$ cat config.mk
export PLATFORM = sky130hd
export DESIGN_NAME = dk_term
export DESIGN_NICKNAME = d
export VERILOG_FILES = /design/src/rtl/pid_pkg.sv /design/src/rtl/sat_shift.sv /design/src/rtl/dk_term.sv
export SDC_FILE = /design/constraint.sdc
export NUM_CORES = 1
export LEC_CHECK = 0
export ABC_AREA = 1
export ABC_CLOCK_PERIOD_IN_PS = 2300
export CAP_MARGIN = 20
export CORE_ASPECT_RATIO = 1.1
export CORE_MARGIN = 4
export CORE_UTILIZATION = 51
export DETAILED_ROUTE_END_ITERATION = 10
export MAX_ROUTING_LAYER = met4
export PLACE_DENSITY = 0.75
export SLEW_MARGIN = 20
export SYNTH_ARGS = -nofsm -noshare
export SYNTH_HDL_FRONTEND = slang
export SYNTH_HIERARCHICAL = 1
export SYNTH_SLANG_ARGS = --single-unit
$ cat constraint.sdc
create_clock -name clk -period 2.3 [get_ports clk]
set_input_delay 0.46 -clock clk [delete_from_list [all_inputs] [get_ports clk]]
set_output_delay 0.46 -clock clk [all_outputs]
set_load 0.01 [all_outputs]
$ cat src/rtl/pid_pkg.sv
// Shared definitions for the discrete PID datapath: FSM state encoding,
// default widths and the common saturation helper.
package pid_pkg;

    localparam int N_DEF    = 8;
    localparam int FRAC_DEF = 6;

    typedef enum logic [1:0] {
        IDLE = 2'd0,
        SUB  = 2'd1,
        MULT = 2'd2,
        OUT  = 2'd3
    } state_e;

    // Clamp a sign-extended value into the signed range of an n-bit word (n <= 63).
    function automatic logic signed [63:0] sat_n(input logic signed [63:0] value, input int n);
        logic signed [63:0] hi;
        logic signed [63:0] lo;
        hi = (64'sd1 <<< (n - 1)) - 64'sd1;
        lo = -(64'sd1 <<< (n - 1));
        if (value > hi) begin
            sat_n = hi;
        end else if (value < lo) begin
            sat_n = lo;
        end else begin
            sat_n = value;
        end
    endfunction

endpackage

$ cat src/rtl/sat_shift.sv
// Combinational floor-shift of the derivative product followed by clamping
// to the N-bit signed result range.
module sat_shift
    import pid_pkg::*;
#(
    parameter int N    = N_DEF,
    parameter int FRAC = FRAC_DEF
) (
    input  logic signed [2*N:0] prod_i,
    output logic signed [N-1:0] sat_o
);

    localparam logic signed [N-1:0] MAX_V = {1'b0, {(N-1){1'b1}}};
    localparam logic signed [N-1:0] MIN_V = {1'b1, {(N-1){1'b0}}};

    logic signed [2*N:0] shifted_s;
    logic signed [63:0]  wide_s;
    logic signed [63:0]  clamp_s;
    logic                sat_hi_s;
    logic                sat_lo_s;

    // Arithmetic shift gives floor rounding; flags pick the clamp rail.
    always_comb begin
        shifted_s = prod_i >>> FRAC;
        wide_s    = 64'(shifted_s);
        clamp_s   = sat_n(wide_s, N);
        sat_hi_s  = (wide_s > clamp_s);
        sat_lo_s  = (wide_s < clamp_s);
        if (sat_hi_s) begin
            sat_o = MAX_V;
        end else if (sat_lo_s) begin
            sat_o = MIN_V;
        end else begin
            sat_o = wide_s[N-1:0];
        end
    end

endmodule

$ cat src/rtl/dk_term.sv
// Derivative-term engine: dk = sat(C*(yk - yk_1) >>> FRAC) with its own
// one-sample history, delivered over a valid/ready handshake.
module dk_term
    import pid_pkg::*;
#(
    parameter int                  N    = N_DEF,
    parameter logic signed [N-1:0] C    = 8'sd64,
    parameter int                  FRAC = FRAC_DEF
) (
    input  logic                clk,
    input  logic                rst_n,
    input  logic                clear,
    input  logic signed [N-1:0] yk,
    input  logic                in_valid,
    output logic                in_ready,
    output logic signed [N-1:0] dk,
    output logic                out_valid,
    input  logic                out_ready
);

    localparam int W = 2 * N + 1;

    state_e              state_q,     state_d;
    logic signed [N-1:0] yk_reg_q,    yk_reg_d;
    logic signed [N-1:0] yk_1_q,      yk_1_d;
    logic                first_q,     first_d;
    logic signed [N:0]   diff_q,      diff_d;
    logic signed [N-1:0] dk_q,        dk_d;
    logic                out_valid_q, out_valid_d;
    logic                in_ready_q,  in_ready_d;

    logic signed [N:0]   diff_s;
    logic signed [W-1:0] prod_s;
    logic signed [N-1:0] sat_s;

    always_comb begin
        diff_s = {yk_reg_q[N-1], yk_reg_q} - {yk_1_q[N-1], yk_1_q};
        prod_s = W'(diff_q) * W'(C);
    end

    sat_shift #(
        .N    (N),
        .FRAC (FRAC)
    ) u_sat_shift (
        .prod_i (prod_s),
        .sat_o  (sat_s)
    );

    // Transaction FSM and datapath next-state.
    always_comb begin
        state_d     = state_q;
        yk_reg_d    = yk_reg_q;
        diff_d      = diff_q;
        dk_d        = dk_q;
        out_valid_d = out_valid_q;
        case (state_q)
            IDLE: begin
                if (in_valid) begin
                    yk_reg_d = yk;
                    state_d  = SUB;
                end else begin
                    state_d  = IDLE;
                end
            end
            SUB: begin
                diff_d  = first_q ? {(N + 1){1'b0}} : diff_s;
                state_d = MULT;
            end
            MULT: begin
                dk_d        = sat_s;
                out_valid_d = 1'b1;
                state_d     = OUT;
            end
            OUT: begin
                if (out_ready) begin
                    out_valid_d = 1'b0;
                    state_d     = IDLE;
                end else begin
                    state_d     = OUT;
                end
            end
            default: begin
                out_valid_d = 1'b0;
                state_d     = IDLE;
            end
        endcase
        in_ready_d = (state_d == IDLE);
    end

    // History: clear overrides the SUB update but never disturbs the result in flight.
    always_comb begin
        yk_1_d  = yk_1_q;
        first_d = first_q;
        if (clear) begin
            yk_1_d  = {N{1'b0}};
            first_d = 1'b1;
        end else if (state_q == SUB) begin
            yk_1_d  = yk_reg_q;
            first_d = 1'b0;
        end else begin
            yk_1_d  = yk_1_q;
            first_d = first_q;
        end
    end

    // State and datapath registers.
    always_ff @(posedge clk or negedge rst_n) begin
        if (!rst_n) begin
            state_q     <= IDLE;
            yk_reg_q    <= {N{1'b0}};
            yk_1_q      <= {N{1'b0}};
            first_q     <= 1'b1;
            diff_q      <= {(N + 1){1'b0}};
            dk_q        <= {N{1'b0}};
            out_valid_q <= 1'b0;
            in_ready_q  <= 1'b1;
        end else begin
            state_q     <= state_d;
            yk_reg_q    <= yk_reg_d;
            yk_1_q      <= yk_1_d;
            first_q     <= first_d;
            diff_q      <= diff_d;
            dk_q        <= dk_d;
            out_valid_q <= out_valid_d;
            in_ready_q  <= in_ready_d;
        end
    end

    assign in_ready  = in_ready_q;
    assign dk        = dk_q;
    assign out_valid = out_valid_q;

endmodule

### Yosys cells after proc, flatten, opt, wreduce, memory -nomap -nowiden

Index checks and enable logic that the tools add are counted.

* bits in registers: 38
* output and inout port bits: 10
* word-level logic and storage cells: 37

* add/sub/neg operators: 1
* $lt $le $gt $ge: 4
* eq/ne operators: 4
* muxes and demuxes: 14
* reduce and logical (&&, ||, !) cells: 6

Operators by type and width (count)
* 64-bit 2-to-1 mux: 2
* 9-bit by 64-bit > comparator with 1-bit output: 1
* 9-bit by 64-bit < comparator with 1-bit output: 1
* 8-bit 2-to-1 mux: 4
* 9-bit by 8-bit > comparator with 1-bit output, second input constant: 1
* 9-bit by 8-bit < comparator with 1-bit output, second input constant: 1
* 9-bit 2-to-1 mux: 1
* 8-bit by 8-bit subtractor with 9-bit output: 1
* 2-bit case mux with 4 select lines: 1
* 2-bit == test, second input constant: 2
* 2-bit zero test: 2
* 1-bit 2-to-1 mux: 4
* 2-bit AND reduction: 2
* 2-bit nonzero test: 2
* 2-bit by 1-bit == test with 1-bit output, second input constant: 1
* 2-bit 2-to-1 mux: 1
* 2-bit != test, second input constant: 1
* 1-bit case mux with 2 select lines: 1

### Depth between registers and ports, before layout

* depth after elaboration: 6
* gate-level depth with buffers: 17
* depth with buffers taken out: 17

### Modules after synthesis

Netlist, hierarchy kept.

Modules (own cells, without submodules)
* dk_term: instances 1, cells an instance 193, area an instance 1828.0 um^2, seq. area each 953.4 um^2
* sat_shift: instances 1, cells an instance 77, area an instance 475.5 um^2, seq. area each 0.0 um^2

### Least setup slack after synthesis

OpenSTA, ideal clock, no wires.

* kind: reg-to-reg
* start point: register diff_q[8]
* end point: register dk_q[0], in the netlist dk[0]
* setup time: 0.125 ns
* data arrival time: 2.289 ns
* data required time: 2.175 ns
* path slack: -0.114 ns
* cell stages (with the launch flop): 12
* buffers on the path: 0
* period minus slack after synthesis: 2.414 ns
* cell sequence: dfrtp_1 -> nand4_1 -> ha_1 -> inv_1 -> a21oi_1 -> ha_1 -> nand2_1 -> nor3_2 -> nand2_1 -> nor2_1 -> nor2_2 -> mux2_2

* longest elaborated chain between the ends: 6
* elaborated cells between the ends (all ways): 8

RTL lines
* start, declared: line dk_term.sv:27 `logic signed [N:0] diff_q, diff_d;`
* start signal, assigned: line dk_term.sv:113 `diff_q <= {(N + 1){1'b0}};`
* start signal, assigned: line dk_term.sv:122 `diff_q <= diff_d;`
* 9-bit by 8-bit < comparator with 1-bit output: line pid_pkg.sv:23 `end else if (value < lo) begin`
* 64-bit 2-to-1 mux: line pid_pkg.sv:23
* 64-bit 2-to-1 mux: line pid_pkg.sv:21 `if (value > hi) begin`
* 9-bit by 64-bit < comparator with 1-bit output: line sat_shift.sv:28 `sat_lo_s = (wide_s < clamp_s);`
* 8-bit 2-to-1 mux: line sat_shift.sv:31 `end else if (sat_lo_s) begin`
* 8-bit 2-to-1 mux (*): line sat_shift.sv:29 `if (sat_hi_s) begin`
* named net sat_s[0]: line dk_term.sv:34 `logic signed [N-1:0] sat_s;`
* end signal, assigned: line dk_term.sv:114 `dk_q <= {N{1'b0}};`
* end signal, assigned: line dk_term.sv:123 `dk_q <= dk_d;`
* end, declared: line dk_term.sv:28 `logic signed [N-1:0] dk_q, dk_d;`

Mark *: on every way through the listed nets, which the timed path passes. The rest lies on a longest branch.
A chain may end at the register's enable or synchronous reset.

### Worst setup path after layout

* start point: register diff_q[8]
* end point: register dk_q[6], in the netlist dk[6]

The elaborated chain is that of the path after synthesis.

==> results.cfg <==
[outcome]
status = finished, violations left
violations = negative setup slack

[setup_path]
required_ns = 2.48
max_stage_delay_ns = 0.41
critPathMaxFanout = 7
start_kind = register
crit_arrival_ns = 2.64
crit_path_cell_trace = nand4_1 > ha_4 > buf_6 > o21ai_2 > ha_1 > nand3_2 > nor3_4 > nand2_4 > nor2_2 > nor2_2 > mux2_2
path_class = register to register
crit_path_end_kind = register
path_common_cell = nor2_2
critPathBufInv = 1
path_delay_family = simple AND/OR/NAND/NOR gates
cp_slowest_cell = dfrtp_2

[pwr]
pwr-share-seq = 0.284
switching_power_uw = 1800
ir_drop_mv = 0.682
pwr-share-clk = 0.117
p_int_uw = 2240
p_leak_uw = 0.00141
swShare = 0.446
p_comb_frac = 0.599
p_per_area_nw_per_um2 = 1420
power_uw = 4040

[routing]
vias = 1811
drc_errors = 0
met2_length_mm = 2.17
wl_per_cell_um = 12.0
dr.max_layer_used = met4
drtPass1Iterations = 4
via_per_inst = 5.02
dr_wl_met3_um = 127
antenna_left = 0
routed_wl_mm = 4.31
m1WireLength_mm = 1.93
dr.first_iter.drc_count = 64

[timing]
fin_ws_ns = -0.162
hold_viol = 0
setup_tns_ns = -1.02
fmax_ghz = 0.406
finalSetupViolCount = 8
min_period_ns = 2.46
finalCritPeriodShare = 1.07
rsz0062_at_grt = true
maxSlewHeadroom = 0.669
tightestPinTransition_ns = 0.496
clock_skew_ns = 0.00693
report.final.slew_viol_count = 0

[floorplan]
fp.dieW_um = 72.0
chipHeight_um = 78.4
fp.coreArea_um2 = 4320
ios = 23
start_util = 0.533
dieArea_um2 = 5650
std_cell_rows = 25

[place]
gp_congestion = 0.858
dp_hpwl_mm = 3.32
placed_area_um2 = 2620
port_buffers = 22

[min_path]
hold_path_class = input pin to asynchronous set/reset pin

[synthesis]
syn_area_um2 = 2300
avgSynthCellArea_um2 = 8.55
synth_cells = 269
synth_fp_nets = 303
yosysWarnings = 6

[finish]
multiInputGateArea_um2 = 1270
drive_gt1_frac = 0.248
diodes = 0
fin_nets = 340
area_growth_pct = 23.9
seqCellArea_um2 = 955
post-route-util = 0.660
fillers = 356
fin_area_um2 = 2850

[clock_network]
clock_sinks = 38
htreeDepth = 2
clkTransAtPathRegs_ns = 0.07
insertion_delay_ns = 0.29
cts-root-buf = clkbuf_8
ctsLongestPathBuffers = 2
cts_buffers = 5
cts_tree = yes

[global_route]
grt_max_degree = 24
grt_antenna_before_repair = 0
grt_pass1_vias = 1818
grt-ovfl-total = 0
grt_pass1_wl_mm = 7.73
grt_usage = 0.177

[run]
cap_viol_max_count = 0
==> final timing paths <==
check	to	slack (ns)	from	depth (start not counted)
worst min register to register	out_valid	0.51	out_valid	2
max in group asynchronous	first_q	1.51	rst_n	2
worst max register to register	dk[6]	-0.16	diff_q[8]	11
worst max-delay path	dk[6]	-0.16	diff_q[8]	11
worst min-delay path	yk_1_q[2]	0.13	rst_n	1
min in group clk	out_valid	0.51	out_valid	2
==> final cells by class <==
class,count,area share
Sequential cell,38,0.335
Multi-Input combinational cell,186,0.445
Tap cell,54,0.0237
Clock buffer,6,0.0290
Timing Repair Buffer,32,0.104
Inverter,43,0.0584
Clock inverter,2,0.00439
==> state kept, by name (all words and copies together) (netlist names) <==
name	flops
dk	8
first_q	1
yk_1_q	8
out_valid	1
state_q	2
diff_q	9
yk_reg_q	8
in_ready	1
==> power groups by stage <==
stage	clock network [uW]	registers, uW	logic (uW)
global route	516	1190	2760
detailed placement	0	1150	2230
global placement	0	1130	2160
CTS	489	1130	2280
floorplan	0	1150	1670
finish	472	1150	2420
==> per-layer routing <==
layer  vias to the layer above  global-route usage
li1                        950                   -
met1                       827               0.206
met2                        23               0.303
met3                        11              0.0384
met4                         0              0.0545
met5                         -                   -
==> per-stage QoR <==
stage | std cells | worst slack (ns) | hold slack [ns]
after floorplan | 269 | 0.00241 | 0.164
after global placement | 350 | -0.0456 | 0.459
after detailed placement | 350 | -0.110 | 0.458
after CTS | 360 | -0.0706 | 0.142
after global routing | 361 | -0.324 | 0.159
final | 361 | -0.162 | 0.128
==> layout by cell type, fill, tap and decap left out, drive strengths merged, types with 2 or more instances in the layout <==
master and instances:
a21oi 23, buf 11, clkbuf 6, clkdlybuf4s50 21, dfrtp 36, dfstp 2, ha 20, inv 43
mux2 8, nand2 57, nand3 13, nand3b 2, nor2 33, nor3 2, o21ai 13, o22ai 7
or2 2
==> worst register-to-register path, cell delays in order (launching register included) <==
cell and delay [ns]:
dfrtp_2 0.41, nand4_1 0.17, ha_4 0.34, buf_6 0.11, o21ai_2 0.05, ha_1 0.32, nand3_2 0.12, nor3_4 0.23
nand2_4 0.16, nor2_2 0.15, nor2_2 0.05, mux2_2 0.25
==> what timing repair did <==
item / 4_1_cts / 5_1_grt
pin swaps: 0 / 20
buffers inserted: 2 / 1
hold endpoints to repair: 0 / 0
endpoints found under the setup margin: 7 / 8
hold buffers: 0 / 0
gates resized for setup: 4 / 29
Note: power is estimated with default switching activity, not from simulation.
